===== src/rtl/ccm_loader_pkg.sv =====
// Shared types and constants for the CCM boot loader.
// FSM states, header size, and checksum seed.
package ccm_loader_pkg;

    typedef enum logic [2:0] {
        S_LEN,
        S_ADDR,
        S_DATA,
        S_CSUM,
        S_DONE,
        S_ERR
    } state_t;

    localparam int         HDR_BYTES = 4;
    localparam logic [7:0] CSUM_SEED = 8'h00;

    function automatic logic is_busy(input state_t s);
        return (s == S_LEN) || (s == S_ADDR) || (s == S_DATA) || (s == S_CSUM);
    endfunction

endpackage


===== src/rtl/ccm_ld_packer.sv =====
// Little-endian byte-to-word assembler; word_vld is combinational on the 4th accepted byte.
// No backpressure: take is the already-qualified byte transfer.
module ccm_ld_packer
    import ccm_loader_pkg::*;
(
    input  logic        clk,
    input  logic        rst_n,
    input  logic        clr,
    input  logic        take,
    input  logic [7:0]  byte_dat,
    output logic        word_vld,
    output logic [31:0] word_dat
);

    logic [1:0]  lane;
    logic [23:0] acc;

    always_ff @(posedge clk or negedge rst_n) begin
        if (!rst_n) begin
            lane <= 2'd0;
            acc  <= 24'd0;
        end else if (clr) begin
            lane <= 2'd0;
            acc  <= 24'd0;
        end else if (take) begin
            lane <= lane + 2'd1;
            case (lane)
                2'd0:    acc[7:0]   <= byte_dat;
                2'd1:    acc[15:8]  <= byte_dat;
                2'd2:    acc[23:16] <= byte_dat;
                default: ;
            endcase
        end
    end

    // The top lane is never stored: the word is presented while its last byte is on the bus.
    assign word_vld = take && (lane == 2'(HDR_BYTES - 1));
    assign word_dat = {byte_dat, acc};

endmodule


===== src/rtl/ccm_loader.sv =====
// Framed byte-stream loader into CCM; each word is written one cycle after its 4th byte.
// Ready is high in every loading state (one byte per cycle), low once done or errored.
module ccm_loader
    import ccm_loader_pkg::*;
#(
    parameter int MAX_WORDS = 16384,
    parameter int RST_HOLD  = 4
) (
    input  logic        clk,
    input  logic        rst_n,
    input  logic        ld_byte_valid,
    input  logic [7:0]  ld_byte_data,
    output logic        ld_byte_ready,
    input  logic        ld_restart,
    output logic        mem_wr_en,
    output logic [31:0] mem_wr_addr,
    output logic [31:0] mem_wr_data,
    output logic        core_rst_n,
    output logic        ld_busy,
    output logic        ld_done,
    output logic        ld_err
);

    state_t      state, state_nxt;
    logic        accept;
    logic        pk_take;
    logic        word_vld;
    logic [31:0] word_dat;
    logic [29:0] len_q;
    logic [29:0] base_q;
    logic [29:0] word_idx;
    logic [7:0]  csum;
    logic [7:0]  hold_cnt;
    logic        last_word;

    // A byte coinciding with restart is dropped.
    assign accept    = ld_byte_valid && ld_byte_ready && !ld_restart;
    assign pk_take   = accept && (state == S_LEN || state == S_ADDR || state == S_DATA);
    assign last_word = (word_idx == len_q - 30'd1);

    ccm_ld_packer u_packer (
        .clk      (clk),
        .rst_n    (rst_n),
        .clr      (ld_restart),
        .take     (pk_take),
        .byte_dat (ld_byte_data),
        .word_vld (word_vld),
        .word_dat (word_dat)
    );

    always_ff @(posedge clk or negedge rst_n) begin
        if (!rst_n) state <= S_LEN;
        else        state <= state_nxt;
    end

    always_comb begin
        state_nxt = state;
        if (ld_restart) begin
            state_nxt = S_LEN;
        end else begin
            case (state)
                S_LEN:  if (word_vld) state_nxt = (word_dat > 32'(MAX_WORDS)) ? S_ERR : S_ADDR;
                S_ADDR: if (word_vld) begin
                    if (word_dat[1:0] != 2'b00) state_nxt = S_ERR;
                    else if (len_q == 30'd0)    state_nxt = S_CSUM;
                    else                        state_nxt = S_DATA;
                end
                S_DATA: if (word_vld && last_word) state_nxt = S_CSUM;
                S_CSUM: if (accept) state_nxt = (ld_byte_data == csum) ? S_DONE : S_ERR;
                default: ;
            endcase
        end
    end

    // Status outputs are registered from the next state so they sit at zero through reset.
    always_ff @(posedge clk or negedge rst_n) begin
        if (!rst_n) begin
            ld_byte_ready <= 1'b0;
            ld_busy       <= 1'b0;
            ld_done       <= 1'b0;
            ld_err        <= 1'b0;
            core_rst_n    <= 1'b0;
            hold_cnt      <= 8'd0;
        end else begin
            ld_byte_ready <= is_busy(state_nxt);
            ld_busy       <= is_busy(state_nxt);
            ld_done       <= (state_nxt == S_DONE);
            ld_err        <= (state_nxt == S_ERR);
            if (state == S_DONE && !ld_restart) begin
                if (int'(hold_cnt) < RST_HOLD) hold_cnt <= hold_cnt + 8'd1;
                core_rst_n <= (int'(hold_cnt) + 1 >= RST_HOLD);
            end else begin
                hold_cnt   <= 8'd0;
                core_rst_n <= 1'b0;
            end
        end
    end

    always_ff @(posedge clk or negedge rst_n) begin
        if (!rst_n) begin
            len_q       <= 30'd0;
            base_q      <= 30'd0;
            word_idx    <= 30'd0;
            csum        <= CSUM_SEED;
            mem_wr_en   <= 1'b0;
            mem_wr_addr <= 32'd0;
            mem_wr_data <= 32'd0;
        end else begin
            mem_wr_en <= 1'b0;
            if (ld_restart) begin
                word_idx <= 30'd0;
                csum     <= CSUM_SEED;
            end else begin
                if (word_vld && state == S_LEN)  len_q  <= word_dat[29:0];
                if (word_vld && state == S_ADDR) base_q <= word_dat[31:2];
                if (accept && state == S_DATA)   csum   <= csum ^ ld_byte_data;
                if (word_vld && state == S_DATA) begin
                    mem_wr_en   <= 1'b1;
                    mem_wr_addr <= {2'b00, base_q} + {2'b00, word_idx};
                    mem_wr_data <= word_dat;
                    word_idx    <= word_idx + 30'd1;
                end
            end
        end
    end

endmodule


===== config.mk =====
export PLATFORM = sky130hd
export DESIGN_NAME = ccm_loader
export DESIGN_NICKNAME = d
export VERILOG_FILES = /design/src/rtl/ccm_loader_pkg.sv /design/src/rtl/ccm_ld_packer.sv /design/src/rtl/ccm_loader.sv
export SDC_FILE = /design/constraint.sdc
export NUM_CORES = 1
export LEC_CHECK = 0
export CAP_MARGIN = 0
export CORE_UTILIZATION = 53
export CTS_CLUSTER_SIZE = 10
export DETAILED_ROUTE_END_ITERATION = 6
export GPL_TIMING_DRIVEN = 0
export PLACE_DENSITY = 0.78
export SYNTH_ARGS = -nofsm -noshare
export SYNTH_HDL_FRONTEND = slang
export SYNTH_SLANG_ARGS = --single-unit

===== constraint.sdc =====
create_clock -name clk -period 2.7 [get_ports clk]
set_input_delay 0.54 -clock clk [delete_from_list [all_inputs] [get_ports clk]]
set_output_delay 0.54 -clock clk [all_outputs]
set_load 0.02 [all_outputs]

==> run_results.csv <==
group,metric,value,unit
cells_and_area,nFillCells,1536,
grt,overflow,0,
logic_synthesis,synth_seq_cells,203,
worst_setup_path,arrival,3.46,ns
detailed_routing,postRouteAntennaNets,0,
grt,grt_usage,0.3021,
cells_and_area,fin_nets,1348,
logic_synthesis,synth.top_cell.area_share,0.4703,
timing,max_freq,332.8,MHz
power,p_leak,6.016,nW
logic_synthesis,yosysTopAreaCell,"dfrtp_1",
worst_setup_path,cp.required,3.15,ns
cells_and_area,syn2layout_area_growth,20.24,%
detailed_routing,vias,9257,
grt,grt_max_degree,114,
timing,period_minus_slack,3.005,ns
cells_and_area,layout-drive-gt1-share,0.1147,
logic_synthesis,syn_nets,1233,
timing,fin_worst_skew,0.008198,ns
clock_tree,cts_max_path_buffers,3,
worst_setup_path,r2r_slack,-0.30,ns
timing,worst_slack,-0.3047,ns
detailed_routing,routedWlPerCell,19.49,µm
logic_synthesis,syn_avg_cell_area,9.137,µm²
place,place_hpwl,20.78,mm
timing,rsz0062_at_grt,"true",
clock_tree,clock-sinks,203,
clock_tree,cts.htree.levels,1,
worst_setup_path,r2r_start,"len_q[8]",
detailed_routing,dr.first_iter.drc_count,680,
grt,antenna_found_initial,1,
timing,setup_viol,3,
die,die_x,144.8,µm
run,drv_cap,0,
logic_synthesis,synth.area.top_cells,"dfrtp_1 47%, nand2_1 9.5%, xor2_1 4.7%, ha_1 4.4%, mux2_2 3.3%",
timing,drv_slew,0,
power,p_per_area,538.9,nW/µm²
grt,grt_pass1_vias,8920,
clock_tree,clk_pin_slew,0.06,ns
timing,hold_violations,0,
die,core_area,19720,µm²
detailed_routing,drt-total-wl,30.48,mm
worst_setup_path,crit_type,"reg2reg",
die,fp.dieH,144.8,µm
logic_synthesis,ys.flop_type,"dfrtp_1",
power,power,6.999,mW
logic_synthesis,synthDistinctLibCells,63,
die,ios,82,
outcome,outcome,"complete, but fails checks",
logic_synthesis,synth_edf_count,0,
place,placed_area,11910,µm²
clock_tree,cts_inserted_buffers,24,
logic_synthesis,ys_warn_count,0,
detailed_routing,dr.pass1.iters,5,
worst_setup_path,crit_fanout,6,
detailed_routing,drc_errors,0,
logic_synthesis,yosysSeqAreaShare,0.4703,
worst_setup_path,r2r-end,"ld_err",
place,place_ws,-1.487,ns
die,start_util,0.5478,
logic_synthesis,syn_inst,1182,
worst_setup_path,startpoint_type,"flip-flop",
cells_and_area,final_area,12990,µm²
power,ir_worst_vdd,0.4292,mV
timing,tightest_slew,0.8452,ns
place,routabilityCongestion,0.9117,
worst_setup_path,cp-end-kind,"flip-flop",
timing,slew_headroom,0.4366,
cells_and_area,n_antenna_cell,0,
worst_setup_path,crit_start,"len_q[8]",
place,portBuffers,72,
die,die_area,20950,µm²
logic_synthesis,synthArstFlopShare,1.000,
clock_tree,cts.root.buffer_cell,"clkbuf_16",
grt,grt_pass1_wl,48.21,mm
timing,period_share,1.113,
clock_tree,worstSkewPairLatency,0.52,ns
die,rows,51,
logic_synthesis,netlist_area,10800,µm²
worst_setup_path,r2r_cells,8,
outcome,violations,"setup timing",
min_path,min-delay-path-class,"in2async",
detailed_routing,via_per_inst,5.919,
clock_tree,cts_tree,"yes",
-- critical path, cell delays in order, from the launching register on --
cell      delay (ns)
dfrtp_2         0.42
nor4_4          0.45
a31oi_1         0.16
or4b_4          0.57
a221oi_4        0.19
nand4_1         0.13
or4_4           0.57
o31ai_4         0.26
nor2b_4         0.19
-- per-stage QoR --
step,std cells,util,hold WS (ns),setup TNS (ns)
floorplan,1182,-,0.2444,-0.2265
global placement,1519,0.6025,0.4622,-1564.46
detailed placement,1520,0.6042,0.4624,-67.63
CTS,1560,0.6498,0.1317,-0.5305
global route,1564,0.6586,0.1731,-1.176
finish,1564,0.6586,0.08966,-0.7467
-- state kept, by name, indices dropped and copies added (netlist names) --
register       count
mem_wr_data       32
mem_wr_addr       31
base_q            30
len_q             30
word_idx          30
u_packer.acc      24
csum               8
hold_cnt           8
state              3
u_packer.lane      2
core_rst_n         1
ld_busy            1
ld_done            1
ld_err             1
mem_wr_en          1
-- power breakdown --
| part | total [mW] | leakage [nW] | internal [mW] | switching [mW] |
|---|---|---|---|---|
| Combinational | 0.909 | 2.89 | 0.362 | 0.547 |
| Clock | 2.88 | 0.325 | 1.70 | 1.18 |
| Sequential | 3.21 | 2.80 | 3.11 | 0.106 |
| Total | 7.00 | 6.02 | 5.16 | 1.83 |
-- final cells by class --
cell class,instances,area (µm²),share of cell area
timing repair buffer,93,905.9,0.06976
sequential,203,5090,0.3919
clock buffer,26,618.1,0.04760
buffer,54,226.5,0.01744
inverter,22,82.58,0.006359
tap,265,331.6,0.02553
multi-input combinational,899,5685,0.4378
clock inverter,2,46.29,0.003565
-- placed cells by master (no fill, tap or decap), types with 24 or more instances in the layout --
cell type	instances
nand2_1	273
dfrtp_1	195
clkdlybuf4s50_1	70
nor2_1	63
a21oi_1	61
o21ai_0	59
xor2_1	58
nand3_1	46
clkbuf_1	44
xnor2_1	41
mux2_2	32
ha_1	29
clkbuf_16	24
-- layer usage --
layer,GRT usage,routed length [µm]
met2,0.4795,14020
met3,0.05561,2536
met5,0,0
met1,0.4027,12500
met4,0.1380,1425
-- worst max path at each step --
stage                        to  depth (start not counted)
floorplan                ld_err                         10
global placement    hold_cnt[0]                          1
detailed placement       ld_err                         11
CTS                      ld_err                          8
global route             ld_err                         10
finish                   ld_err                          8
-- cells by family after synthesis --
| logic type | after synthesis | synth area share |
|---|---|---|
| and+or+nand+nor | 532 | 0.2317 |
| buffers and inverters | 80 | 0.02954 |
| adders and majority gates | 39 | 0.04588 |
| DFF | 203 | 0.4703 |
| muxes | 37 | 0.03800 |
| other | 1 | 0.0003472 |
| xor gates and xnor gates | 99 | 0.08028 |
| AOI/OAI and AO/OA | 191 | 0.1039 |
-- synthesized netlist by cell type, drive strengths merged (11+ instances only) --
| master | count |
|---|---|
| nand2 | 274 |
| dfrtp | 203 |
| a21oi | 66 |
| o21ai | 66 |
| nor2 | 63 |
| xor2 | 58 |
| nand3 | 48 |
| clkbuf | 47 |
| xnor2 | 41 |
| ha | 38 |
| mux2 | 32 |
| nand4 | 23 |
| inv | 22 |
| nor3 | 22 |
| nor4 | 20 |
| or3 | 15 |
| a21o | 14 |
| buf | 11 |
-- what timing repair did --
action | CTS | global route
hold buffers | 0 | 0
setup endpoints to repair | 60 | 52
setup buffers | 15 | 5
gates cloned | 0 | 0
pin swaps | 17 | 10
gates resized for setup | 34 | 33
hold endpoints to repair | 0 | 0
Power figures use the tool's default switching activity.
